==> src/rtl/serial_adder.sv <==
// Bit-serial adder: one full-adder cell reused over WIDTH cycles, LSB first, with valid/ready on both sides.
// Optional subtract mode (extra sub_in port) is enabled by defining SERIAL_ADDER_SUB_EN.
module serial_adder #(
  parameter int WIDTH = 8,
  parameter int CNT_W = $clog2(WIDTH + 1)
) (
  input  logic             clk,
  input  logic             rst_n,
  input  logic             start_valid,
  output logic             start_ready,
  input  logic [WIDTH-1:0] a_in,
  input  logic [WIDTH-1:0] b_in,
  input  logic             cin,
`ifdef SERIAL_ADDER_SUB_EN
  input  logic             sub_in,
`endif
  output logic [WIDTH-1:0] sum_out,
  output logic             cout,
  output logic             done_valid,
  input  logic             done_ready,
  output logic             busy
);

  localparam logic [1:0] IDLE = 2'd0;
  localparam logic [1:0] RUN  = 2'd1;
  localparam logic [1:0] DONE = 2'd2;

  logic [1:0]       state_reg;
  logic [WIDTH-1:0] a_sh_reg;
  logic [WIDTH-1:0] b_sh_reg;
  logic [WIDTH-1:0] sum_sh_reg;
  logic             carry_reg;
  logic [CNT_W-1:0] cnt_reg;

  logic             bit_sum;
  logic             bit_carry;
  logic [WIDTH-1:0] b_load;
  logic             carry_load;

  assign bit_sum   = a_sh_reg[0] ^ b_sh_reg[0] ^ carry_reg;
  assign bit_carry = (a_sh_reg[0] & b_sh_reg[0]) | (a_sh_reg[0] & carry_reg) |
                     (b_sh_reg[0] & carry_reg);

  // Subtraction is a + ~b + 1; carry-out then reads as "no borrow".
`ifdef SERIAL_ADDER_SUB_EN
  assign b_load     = sub_in ? ~b_in : b_in;
  assign carry_load = sub_in ? 1'b1 : cin;
`else
  assign b_load     = b_in;
  assign carry_load = cin;
`endif

  always_ff @(posedge clk or negedge rst_n) begin
    if (!rst_n) begin
      state_reg  <= IDLE;
      a_sh_reg   <= '0;
      b_sh_reg   <= '0;
      sum_sh_reg <= '0;
      carry_reg  <= 1'b0;
      cnt_reg    <= '0;
    end else begin
      case (state_reg)
        IDLE: begin
          if (start_valid) begin
            a_sh_reg   <= a_in;
            b_sh_reg   <= b_load;
            carry_reg  <= carry_load;
            sum_sh_reg <= '0;
            cnt_reg    <= '0;
            state_reg  <= RUN;
          end
        end
        RUN: begin
          carry_reg  <= bit_carry;
          sum_sh_reg <= {bit_sum, sum_sh_reg[WIDTH-1:1]};
          a_sh_reg   <= {1'b0, a_sh_reg[WIDTH-1:1]};
          b_sh_reg   <= {1'b0, b_sh_reg[WIDTH-1:1]};
          cnt_reg    <= cnt_reg + CNT_W'(1);
          if (cnt_reg == CNT_W'(WIDTH - 1)) begin
            state_reg <= DONE;
          end
        end
        DONE: begin
          if (done_ready) begin
            state_reg <= IDLE;
          end
        end
        default: state_reg <= IDLE;
      endcase
    end
  end

  // Result is gated so nothing but zero is visible outside DONE.
  assign done_valid  = (state_reg == DONE);
  assign start_ready = (state_reg == IDLE);
  assign busy        = (state_reg != IDLE);
  assign sum_out     = done_valid ? sum_sh_reg : '0;
  assign cout        = done_valid & carry_reg;

endmodule

==> config.mk <==
export PLATFORM = sky130hd
export DESIGN_NAME = serial_adder
export DESIGN_NICKNAME = d
export VERILOG_FILES = /design/src/rtl/serial_adder.sv
export SDC_FILE = /design/constraint.sdc
export NUM_CORES = 1
export LEC_CHECK = 0
export ABC_AREA = 1
export CAP_MARGIN = 20
export CORE_ASPECT_RATIO = 1.75
export CORE_MARGIN = 2
export CORE_UTILIZATION = 45
export DETAILED_ROUTE_END_ITERATION = 10
export GPL_ROUTABILITY_DRIVEN = 0
export PLACE_DENSITY = 0.73
export REMOVE_ABC_BUFFERS = 1
export SLEW_MARGIN = 10
export SYNTH_ARGS = -nofsm -noshare
export SYNTH_HDL_FRONTEND = slang
export SYNTH_SLANG_ARGS = --single-unit
==> constraint.sdc <==
create_clock -name clk -period 2.5 [get_ports clk]
set_input_delay 0.375 -clock clk [delete_from_list [all_inputs] [get_ports clk]]
set_output_delay 0.375 -clock clk [all_outputs]
set_load 0.02 [all_outputs]
Word level (Yosys, flattened, before mapping)
Cells that the tools add are included.
{"block": "word_totals", "reg_bits": 31, "in_bits": 21, "output_inout_bits": 12, "elab_cells": 41}
{"block": "op_classes", "addsub": 1, "n_eq_ne": 6, "n_mux": 15, "bitwise": 8, "n_reduce_logical": 5}
{"op": "$pmux W8 S2", "n": 3}
{"op": "$mux W8", "n": 4}
{"op": "$pmux W4 S2", "n": 1}
{"op": "$mux W2", "n": 3}
{"op": "$pmux W2 S3", "n": 1}
{"op": "$add A4 B1 Y4 const B", "n": 1}
{"op": "$and A1 B1 Y1", "n": 4}
{"op": "$eq A4 B3 Y1 const B", "n": 1}
{"op": "$mux W4", "n": 1}
{"op": "$ne A2 B2 Y1 const B", "n": 2}
{"op": "$reduce_bool A2 Y1", "n": 2}
{"op": "$reduce_and A3 Y1", "n": 1}
{"op": "$eq A2 B1 Y1 const B", "n": 1}
{"op": "$eq A2 B2 Y1 const B", "n": 1}
{"op": "$logic_not A2 Y1", "n": 1}
{"op": "$ne A2 B1 Y1 const B", "n": 1}
{"op": "$or A1 B1 Y1", "n": 2}
{"op": "$pmux W1 S2", "n": 1}
{"op": "$reduce_and A2 Y1", "n": 1}
{"op": "$xor A1 B1 Y1", "n": 2}
{"op": "$mux W1", "n": 1}

Logic depth before layout (Yosys ltp)
{"block": "logic_depth", "word_depth": 4, "ltp_mapped": 6, "ltp_nobuf": 6}

Least setup slack after synthesis
No wires, ideal clock.
{"block": "synth_timing", "kind": "reg-to-output", "start": "register state_reg[0]", "end": "output port cout", "arrival_time_ps": 1148, "t_required_ps": 2125, "slack_ps": 977, "stages_incl_launch_ff": 4, "path_buffers": 0, "cell_sequence": "dfrtp_1 nor2_2 inv_2 nor2_1"}
{"block": "synth_via", "elab_chain_len": 2}
{"element": "start, declared", "line": "28", "rtl": "logic [1:0] state_reg;"}
{"element": "start signal, assigned", "line": "55", "rtl": "state_reg <= IDLE;"}
{"element": "start signal, assigned", "line": "70", "rtl": "state_reg <= RUN;"}
{"element": "start signal, assigned", "line": "80", "rtl": "state_reg <= DONE;"}
{"element": "$eq A2 B2 Y1", "line": "94", "rtl": "assign done_valid = (state_reg == DONE);"}
{"element": "named net done_valid", "line": "19", "rtl": "output logic done_valid,"}
{"element": "$and A1 B1 Y1", "line": "98", "rtl": "assign cout = done_valid & carry_reg;"}
{"element": "end, declared", "line": "18", "rtl": "output logic cout,"}
The timed path passes the listed nets, and every way through them passes these cells.

Worst setup path after layout
{"block": "layout_timing", "start": "register state_reg[0]", "end": "output port start_ready"}
{"block": "layout_via", "elab_chain_len": 1}
{"element": "$logic_not A2 Y1", "line": "95", "rtl": "assign start_ready = (state_reg == IDLE);"}
{"element": "end, declared", "line": "10", "rtl": "output logic start_ready,"}
Every way passes these cells.

==> impl_metrics.json <==
{
  "run_status": "completed",
  "ctsResizeCount": 0,
  "grt_max_degree": 34,
  "die_w_um": 47.3,
  "htree_levels": 2,
  "clock-sinks": 31,
  "setup_violations": 0,
  "clkLatencyLatePin_ns": 0.28,
  "diodes": 0,
  "cp-end-kind": "primary output",
  "synth-async-reset-ratio_pct": 100,
  "grt_pass1_vias": 1181,
  "holdWs_ns": 0.488,
  "finalCritPeriodShare_pct": 86.4,
  "core_um2": 3140,
  "cts_buffers": 5,
  "crit_required_ns": 2.12,
  "initial_core_util_pct": 47.0,
  "wl_per_cell_um": 12.3,
  "crit_arrival_ns": 1.78,
  "layout.cells.non_filler": 247,
  "antenna_found_initial": 0,
  "root_buffer": "clkbuf_8",
  "fmax_ghz": 0.463,
  "drt-total-wl_mm": 3.04,
  "period_minus_slack_ns": 2.16,
  "max-slew-margin-rel_pct": 70.9,
  "drtIter0Drc": 25,
  "ys_seq_elements": 31,
  "cts_tree": "done",
  "synth_cell_type_count": 24,
  "path_cells": "nor2_4 > clkdlybuf4s50_1",
  "dp.cells": 240,
  "drtAntennaViolNets": 0,
  "yosysTopAreaCellShare_pct": 52.6,
  "die-height_um": 79.7,
  "crit_path_top_delay_cell": "clkdlybuf4s50_1",
  "syn-cell-area_um2": 1480,
  "drc": 0,
  "synth.most_common_cell": "nand3_1",
  "hp-class": "in2async",
  "peakVddDrop_mv": 0.603,
  "yosys.area.top_type": "dfrtp_1",
  "yosys-top-cells-area": "dfrtp_1 (53%), nand3_1 (18%), nand2_1 (6.4%), inv_1 (4.1%), o22ai_1 (3.4%)",
  "ys_warn_count": 0,
  "drt-vias-per-instance": 5.22,
  "fin_area_um2": 1900,
  "grt_pass1_wl_mm": 5.11,
  "port_buffers": 32,
  "hold_viol": 0,
  "avgSynthCellArea_um2": 8.58,
  "critPathKind": "reg2out",
  "die_area_um2": 3770,
  "cpPeakStageDelay_ns": 0.68,
  "postCtsSetupRepairBufs": 0,
  "cp_max_fo": 17,
  "fin_setup_tns_ns": 0,
  "critPathLaunchType": "register",
  "ys.flop_type": "dfrtp_1",
  "skew_ns": 0.00475,
  "netlist_top_cells_count": "nand3_1 (54), dfrtp_1 (31), nand2_1 (25)",
  "synth_seq_area_share_pct": 52.6,
  "fin_nets": 227,
  "worst_pin_slew_ns": 0.435,
  "dpl.hpwl_mm": 2.14,
  "clk_pin_slew_ns": 0.06,
  "slew_violations": 0,
  "grt.overflow.total": 0,
  "io-pin-count": 33,
  "rsz0062_at_grt": "false",
  "synth-edff-count": 0,
  "place_area_um2": 1810,
  "post_route_cells_drive_above_1_share_pct": 8.33,
  "via_count": 1289,
  "cts_hold_buffers": 0,
  "clockBufferDepth": 2,
  "p_leak_uw": 0.000856,
  "grt.total_usage_pct": 19.1,
  "max_cap_viol_count": 0,
  "synthCells": 172,
  "fillCellCount": 298,
  "area_delta_synth_final_pct": 28.9,
  "drt_first_pass_iters": 4,
  "power_density_nw_per_um2": 1020,
  "rows": 27
}
-- per-layer routing --
| layer | track usage [%] | vias up | wire length [µm] |
|---|---|---|---|
| li1 | - | 631 | - |
| met1 | 21.4 | 605 | 1210 |
| met2 | 31.9 | 48 | 1590 |
| met3 | 5.43 | 5 | 174 |
| met4 | 8.33 | 0 | 59 |
| met5 | 0 | - | 0 |
-- cells in the final DEF (no fill, tap or decap), drive strengths merged, types with 2 or more instances in the layout --
master,Yosys,layout
nand3,54,54
clkdlybuf4s50,0,32
dfrtp,31,31
nand2,28,28
inv,19,19
nor2,14,14
o22ai,8,8
clkbuf,1,6
o21ai,2,2
buf,8,2
or2,2,2
-- path summary, 6_finish.rpt --
path / start / end / slack (ns) / depth (start not counted)
worst max-delay path: state_reg[0] / start_ready / 0.34 / 2
worst min-delay path: rst_n / carry_reg / 0.49 / 2
worst max register to register: state_reg[1] / state_reg[0] / 1.11 / 6
worst min register to register: b_sh_reg[1] / b_sh_reg[0] / 0.50 / 2
max in group asynchronous: rst_n / sum_sh_reg[1] / 1.73 / 2
min in group clk: b_sh_reg[1] / b_sh_reg[0] / 0.50 / 2
-- stage by stage --
step | setup WS, ns | util, % | total power [µW]
final | 0.341 | 60.5 | 1950
after global routing | 0.249 | 60.5 | 2100
after CTS | 0.324 | 60.5 | 1970
after detailed placement | 0.636 | 57.7 | 1580
after global placement | 0.661 | 57.7 | 1520
after floorplan | 0.977 | - | 1340
-- logic make-up (layout without fill, tap and decap cells) --
logic type / after synthesis / in the layout / share of synthesized area (%)
AND/OR/NAND/NOR: 99 / 99 / 31.8
flip-flops: 31 / 31 / 52.6
buffers and inverters: 28 / 60 / 8.40
AO/OA/AOI/OAI: 11 / 11 / 4.41
adder cells (fa/ha/maj): 2 / 2 / 2.21
XOR/XNOR: 1 / 1 / 0.594
-- area by class of cell --
class	count	area [µm²]	share of cell area, %
multi-input cells	113	576	30.3
clock inverters	1	5.00	0.263
repair buffers	34	335	17.6
flip-flops and latches	31	776	40.8
inverters	19	73.8	3.88
clock buffers	6	82.6	4.34
well taps	43	53.8	2.83
-- critical path: cells and delay by family (launching register included) --
kind	cells	cell delay, ns
buffers and inverters	1	0.68
AND/OR/NAND/NOR	1	0.36
flip-flops	1	0.46
-- report_power, final --
part	switching (µW)	leakage (µW)	internal, µW
Combinational	444	0.000408	276
Clock	174	0.0000470	215
Sequential	126	0.000402	710
No activity file was read; power rests on OpenSTA's default activity.
==> RTL edit 1: new RTL, same settings <==
Build with the macro `SERIAL_ADDER_SUB_EN` defined.
--- a/src/rtl/serial_adder.sv
+++ b/src/rtl/serial_adder.sv
@@ -1,5 +1,7 @@
 // Bit-serial adder: one full-adder cell reused over WIDTH cycles, LSB first, with valid/ready on both sides.
 // Optional subtract mode (extra sub_in port) is enabled by defining SERIAL_ADDER_SUB_EN.
+`define SERIAL_ADDER_SUB_EN
+
 module serial_adder #(
   parameter int WIDTH = 8,
   parameter int CNT_W = $clog2(WIDTH + 1)
Ports: changed (added sub_in); port bits go from 33 to 34. The function was not compared with the original's and may differ.
==> RTL edit 1 against the unedited design <==
  * Power is 0.11% lower
  * Worst hold slack got worse by 0.0044 ns
  * Wire length increased by 6.7%
  * Final area grew 6.3%
  * Setup slack better by 0.013 ns
  * Clock power down 11%
  * Sequential cell count did not move
  * Area after synthesis rose by 8.2%
==> RTL edit 1: results (changes against the unedited design) <==
The kind of cell adding the most delay to the critical path was buffers and inverters. The routed wire length is 3241 microns (+6.7%), and the source-to-sink clock delay at the later pin of the worst-skew pair is 0.28 ns (about the same). The tools report the number of distinct standard cells referenced by the synthesized netlist as 20 (-17%).

The root buffer cell is sky130_fd_sc_hd__clkbuf_8. The tools report the total global routing track utilization as 18.70% (-0.42 points). Maximum level of the CTS H-tree: 2 (unchanged). The max-slew violation total from the final report was 0 (unchanged).

Count of placed standard cells in the final layout, fillers left out: 281 (+14%). The number of iterations in the first detailed-routing pass is 4 (unchanged), and the quantity of I/O buffers inserted on ports is 33 (+3.1%). The tools report the worst clock skew on the final layout as 0.002133 ns (-0.002621 ns).

The maximum vdd ir drop was 0.5820 mV (-3.5%). The fraction of registers with async set/reset was 100.0% (unchanged). The run gives 316 (+6.0%) as the number of fill cells in the layout.

The number of buffers created by CTS is 5 (unchanged), and the net count reported at finish is 261 (+15%). The worst slack after detailed placement was 0.6402 ns (+0.003757 ns); the adder and majority gate portion of the synthesized area was 2.038% (-0.17 points). Transition time at the pin with the least slew margin: 0.4318 ns (-0.002817 ns).

The run gives 5678 microns (+11%) as the first-pass GRT wire length. The logs give 0 (unchanged) for the count of warnings emitted by yosys and 32 (-5.9%) for the pin count of the biggest net entering global routing. The violation count after the first detailed-route iteration was 34 (+36%); the fraction of layout instances using a drive strength above 1 was 7.203% (-1.1 points). Delay of the slowest cell on the worst path: 0.62 ns (-0.06 ns). Master of the slowest instance on the critical path: sky130_fd_sc_hd__clkdlybuf4s50_1. The run gives 1949 sq um (+7.4%) as the cell area after placement. The number of diodes is 0 (unchanged). Worst-path maximum fanout: 10 (-7).

The clock tree buffer depth is 2 (unchanged), and the overall via count from detail_route is 1,391 (+7.9%). After synthesis, the most frequently instantiated cells are 55 x sky130_fd_sc_hd__nand2_1, 46 x sky130_fd_sc_hd__nand3_1, 31 x sky130_fd_sc_hd__dfrtp_1, 23 x sky130_fd_sc_hd__inv_1, 12 x sky130_fd_sc_hd__nor2_1. The initial antenna violation count is 0 (unchanged), and the leakage power figure is 0.9715 nW (+13%).

The post-synthesis xor/xnor area fraction was 1.097% (+0.50 points); the fraction of the yosys area taken by sequential cells was 48.59% (-4.0 points). The clock transition at the register clock pins on the worst setup and hold paths after CTS was 0.06 ns (about the same). Estimated wirelength of the detail-placed design: 2336 microns (+9.3%). The mux contribution to synthesized area is 0% (unchanged). The worst min-delay path class was input pin to async pin. The number of setup buffers added after CTS was 0 (unchanged).

The synthesized netlist cell count was 202 (+17%); the number of global-route vias before repair was 1,349 (+14%). The flow ran to the end, and the final reports show no timing, DRC or antenna violations. The compound-gate portion of the synthesized area came out at 4.389% (-0.022 points). By area the synthesized netlist is led by sky130_fd_sc_hd__dfrtp_1 49%, sky130_fd_sc_hd__nand3_1 14%, sky130_fd_sc_hd__nand2_1 13%.

The logs give 0 (unchanged) for the total of cells resized after clock tree synthesis and 1.77 ns for the arrival time at the worst endpoint.
==> RTL edit 1: path summary, 6_finish.rpt <==
kind	start	endpoint	slack, ns	cells past startpoint
setup reg to reg	state_reg[1]	carry_reg	1.06	5
hold reg to reg	b_sh_reg[3]	b_sh_reg[2]	0.49	2
setup / recovery	state_reg[1]	sum_out[7]	0.35	5
min in group clk	b_sh_reg[3]	b_sh_reg[2]	0.49	2
hold / removal	rst_n	a_sh_reg[6]	0.48	2
max in group asynchronous	rst_n	b_sh_reg[1]	1.73	2
==> RTL edit 1: worst register-to-register path: cells and delay by family, from the launching register on <==
kind	cells	cell delay, ns
buf+inv	1	0.10
flops	1	0.48
simple gates	4	0.76
==> RTL edit 1: cell type report <==
class                           count  area (sq um)  share of cell area (%)
Sequential cell                    31         775.7                   38.37
Multi-Input combinational cell    137         666.9                   32.98
Timing Repair Buffer               36         352.8                   17.45
Inverter                           26         97.59                   4.827
Clock buffer                        6         72.57                   3.589
Tap cell                           45         56.30                   2.785
==> RTL edit 1: logic make-up (layout without fill, tap and decap cells) <==
group	after synthesis	after routing
and+or+nand+nor	121	121
buffers and inverters	34	68
DFF	31	31
AOI/OAI and AO/OA	12	12
adders and majority gates	2	2
xor gates and xnor gates	2	2
==> RTL edit 1: routing by layer <==
metal  track usage [%]  vias up  part of all wire, %
met3             3.763        6                  3.5
met5                 0        -                    0
li1                  -      713                    -
met1             19.25      641                   41
met4             12.86        0                  2.8
met2             34.11       31                   53
==> RTL edit 1: power by group <==
part           leakage [nW]  switching [mW]  internal (mW)
clock network        0.0371           0.164          0.185
logic                 0.533           0.461          0.299
registers             0.401           0.125          0.710
==> RTL edit 2: new RTL, config.mk and constraints unchanged <==
Without the edit above. Make the reset (`rst_n`) synchronous in one clocked block.
--- a/src/rtl/serial_adder.sv
+++ b/src/rtl/serial_adder.sv
@@ -50,7 +50,7 @@
   assign carry_load = cin;
 `endif
 
-  always_ff @(posedge clk or negedge rst_n) begin
+  always_ff @(posedge clk) begin
     if (!rst_n) begin
       state_reg  <= IDLE;
       a_sh_reg   <= '0;
Behaviour: differs if rst_n is asserted again (counterexample within 4 cycles, from zero or initial values and one cycle with rst_n low); with rst_n held inactive, the same outputs for 10 cycles.
==> RTL edit 2 against the unedited design <==
  * Wire length increased by 13%
  * Area after synthesis increased by 4.3%
  * First-iteration DRC count decreased by 24%
  * Setup slack got worse by 0.015 ns
  * Sequential cell count unchanged
  * Highest routed layer unchanged
  * Count of clock-buffer cells in the layout unchanged
  * Maximum frequency decreased by 0.71%
  * Sequential share of layout area decreased by 9.5 points
  * Largest cell class is now multi-input combinational cells
  * Final area increased by 4.3%
Power is not compared: it rests on default switching activity, and its combinational part moved more than twofold at a synthesized area within 25%.
==> RTL edit 2: results (changes against the unedited design) <==
For the count of placed standard cells in the final layout, fillers left out, the log shows 310 (+26%). In this run the critical register-to-register path is launched from state_reg[1]. The tools report the worst clock skew on the final layout as 0.007083 ns (+0.002329 ns). The count of warnings emitted by yosys is 0 (unchanged).

The worst-path maximum fanout is 9 (-8). The kind of cell adding the most delay to the critical path is buffers and inverters. The clock transition at the register clock pins on the worst setup and hold paths after CTS was 0.07 ns. The logs give 2 (unchanged) for the clock tree buffer depth and 5 (unchanged) for the number of buffers created by CTS.

The delay of the slowest cell on the worst path works out to 0.61 ns (-0.07 ns). The pin count of the biggest net entering global routing was 29 (-15%). The run gives 0.4709 ns (-0.01711 ns) as the worst hold slack after final layout.

The flow ran to the end, and the final reports show no timing, DRC or antenna violations. The run gives 1.80 ns (+0.02 ns) as the arrival time at the worst endpoint. Minimum setup slack among reg-to-reg paths: 1.00 ns (-0.11 ns). The master of the slowest instance on the critical path is sky130_fd_sc_hd__clkdlybuf4s50_1. Counting instances, the worst hold path has a depth of 2. VDD sags by at most 0.5424 mV. The worst hold path terminates at sum_sh_reg[6]. For the initial antenna violation count, the log shows 0 (unchanged). The source of the worst hold timing path was sum_sh_reg[7].

The total global routing track utilization came out at 21.13% (+2.0 points). Sorting the synthesized cells by area gives the leading types as sky130_fd_sc_hd__dfxtp_1 40%, sky130_fd_sc_hd__nand3_1 14%, sky130_fd_sc_hd__nand2_1 12%. The total of cells resized after clock tree synthesis was 0 (unchanged); the net count reported at finish was 287 (+26%).

The fraction of the yosys area taken by sequential cells was 40.33% (-12 points). The worst register-to-register path ends at carry_reg. The estimated wirelength of the detail-placed design is 2375 microns (+11%). The depth of the most critical reg-to-reg path came out at 5 (-1). The tools report the synthesized netlist cell count as 232 (+35%). The run gives 0 (unchanged) as the number of diodes. The run gives 358 (+20%) as the number of fill cells in the layout. The number of setup buffers added after CTS was 0 (unchanged); the cell area after placement was 1867 sq um (+2.9%). For the number of global-route vias before repair, the log shows 1,383 (+17%).

Maximum level of the CTS H-tree: 2 (unchanged). The root buffer cell was sky130_fd_sc_hd__clkbuf_8. The tools report the routed wire length as 3436 microns (+13%). First-pass GRT wire length: 5851 microns (+14%).

In this run the static leakage power is 0.8357 nW. The transition time at the pin with the least slew margin is 0.6264 ns (+0.1918 ns). The fraction of registers with async set/reset works out to 0% (-100 points). Violation count after the first detailed-route iteration: 19 (-24%). For the source-to-sink clock delay at the later pin of the worst-skew pair, the log shows 0.29 ns.

The number of distinct standard cells referenced by the synthesized netlist was 21 (-13%). The fraction of layout instances using a drive strength above 1 was 7.925% (-0.41 points); the number of instances in the placed design was 302 (+26%). The number of vias per cell was 4.906 (-6.0%). The commonest cells after synthesis are 50 x sky130_fd_sc_hd__nand2_1, 44 x sky130_fd_sc_hd__nand3_1, 37 x sky130_fd_sc_hd__nor2_1, 31 x sky130_fd_sc_hd__dfxtp_1, 29 x sky130_fd_sc_hd__inv_1.

The worst min-delay path class is register to register. The number of iterations in the first detailed-routing pass was 4 (unchanged). The quantity of I/O buffers inserted on ports is 32 (unchanged), and the worst slack after detailed placement is 0.6160 ns (-0.02050 ns).
RTL edit 2: routing by layer:
layer / share of wire [%] / vias up / GRT usage, %
met1: 40 / 690 / 22.87
met5: 0 / - / 0
met2: 52 / 35 / 34.61
li1: - / 785 / -
met3: 4.8 / 11 / 6.000
met4: 3.3 / 0 / 11.89
RTL edit 2: worst max path at each step:
stage                 start         end  slack [ns]
2_1_floorplan  state_reg[1]        cout        0.84
3_3_place_gp   state_reg[1]        cout        0.63
3_5_place_dp   state_reg[1]        cout        0.62
4_1_cts        state_reg[1]        cout        0.30
5_1_grt        state_reg[1]  sum_out[6]        0.18
6_report       state_reg[1]        cout        0.33
RTL edit 2: kinds of logic (layout without fill, tap and decap cells):
family | after synthesis | in the layout | share of synthesized area (%)
compound gates | 18 | 18 | 5.853
fa+ha+maj | 2 | 2 | 2.114
buf+inv | 44 | 77 | 13.17
flops | 31 | 31 | 40.33
simple gates | 137 | 137 | 38.54
RTL edit 2: layout make-up:
cell class	instances	area, sq um	area share [%]
multi-input combinational	157	715.7	36.07
clock buffer	6	82.58	4.161
clock inverter	2	35.03	1.765
sequential	31	620.6	31.27
inverter	33	123.9	6.242
tap	45	56.30	2.837
timing repair buffer	36	350.3	17.65
RTL edit 2: report_power, final:
part / switching (mW) / internal (mW)
sequential: 0.0220 / 0.527
clock: 0.189 / 0.322
combinational: 0.159 / 0.102
RTL edit 2: worst register-to-register path: cells and delay by family, from the launching register on:
kind            cells  cell delay, ns
buf+inv             1            0.10
compound gates      1            0.21
flops               1            0.44
simple gates        3            0.65
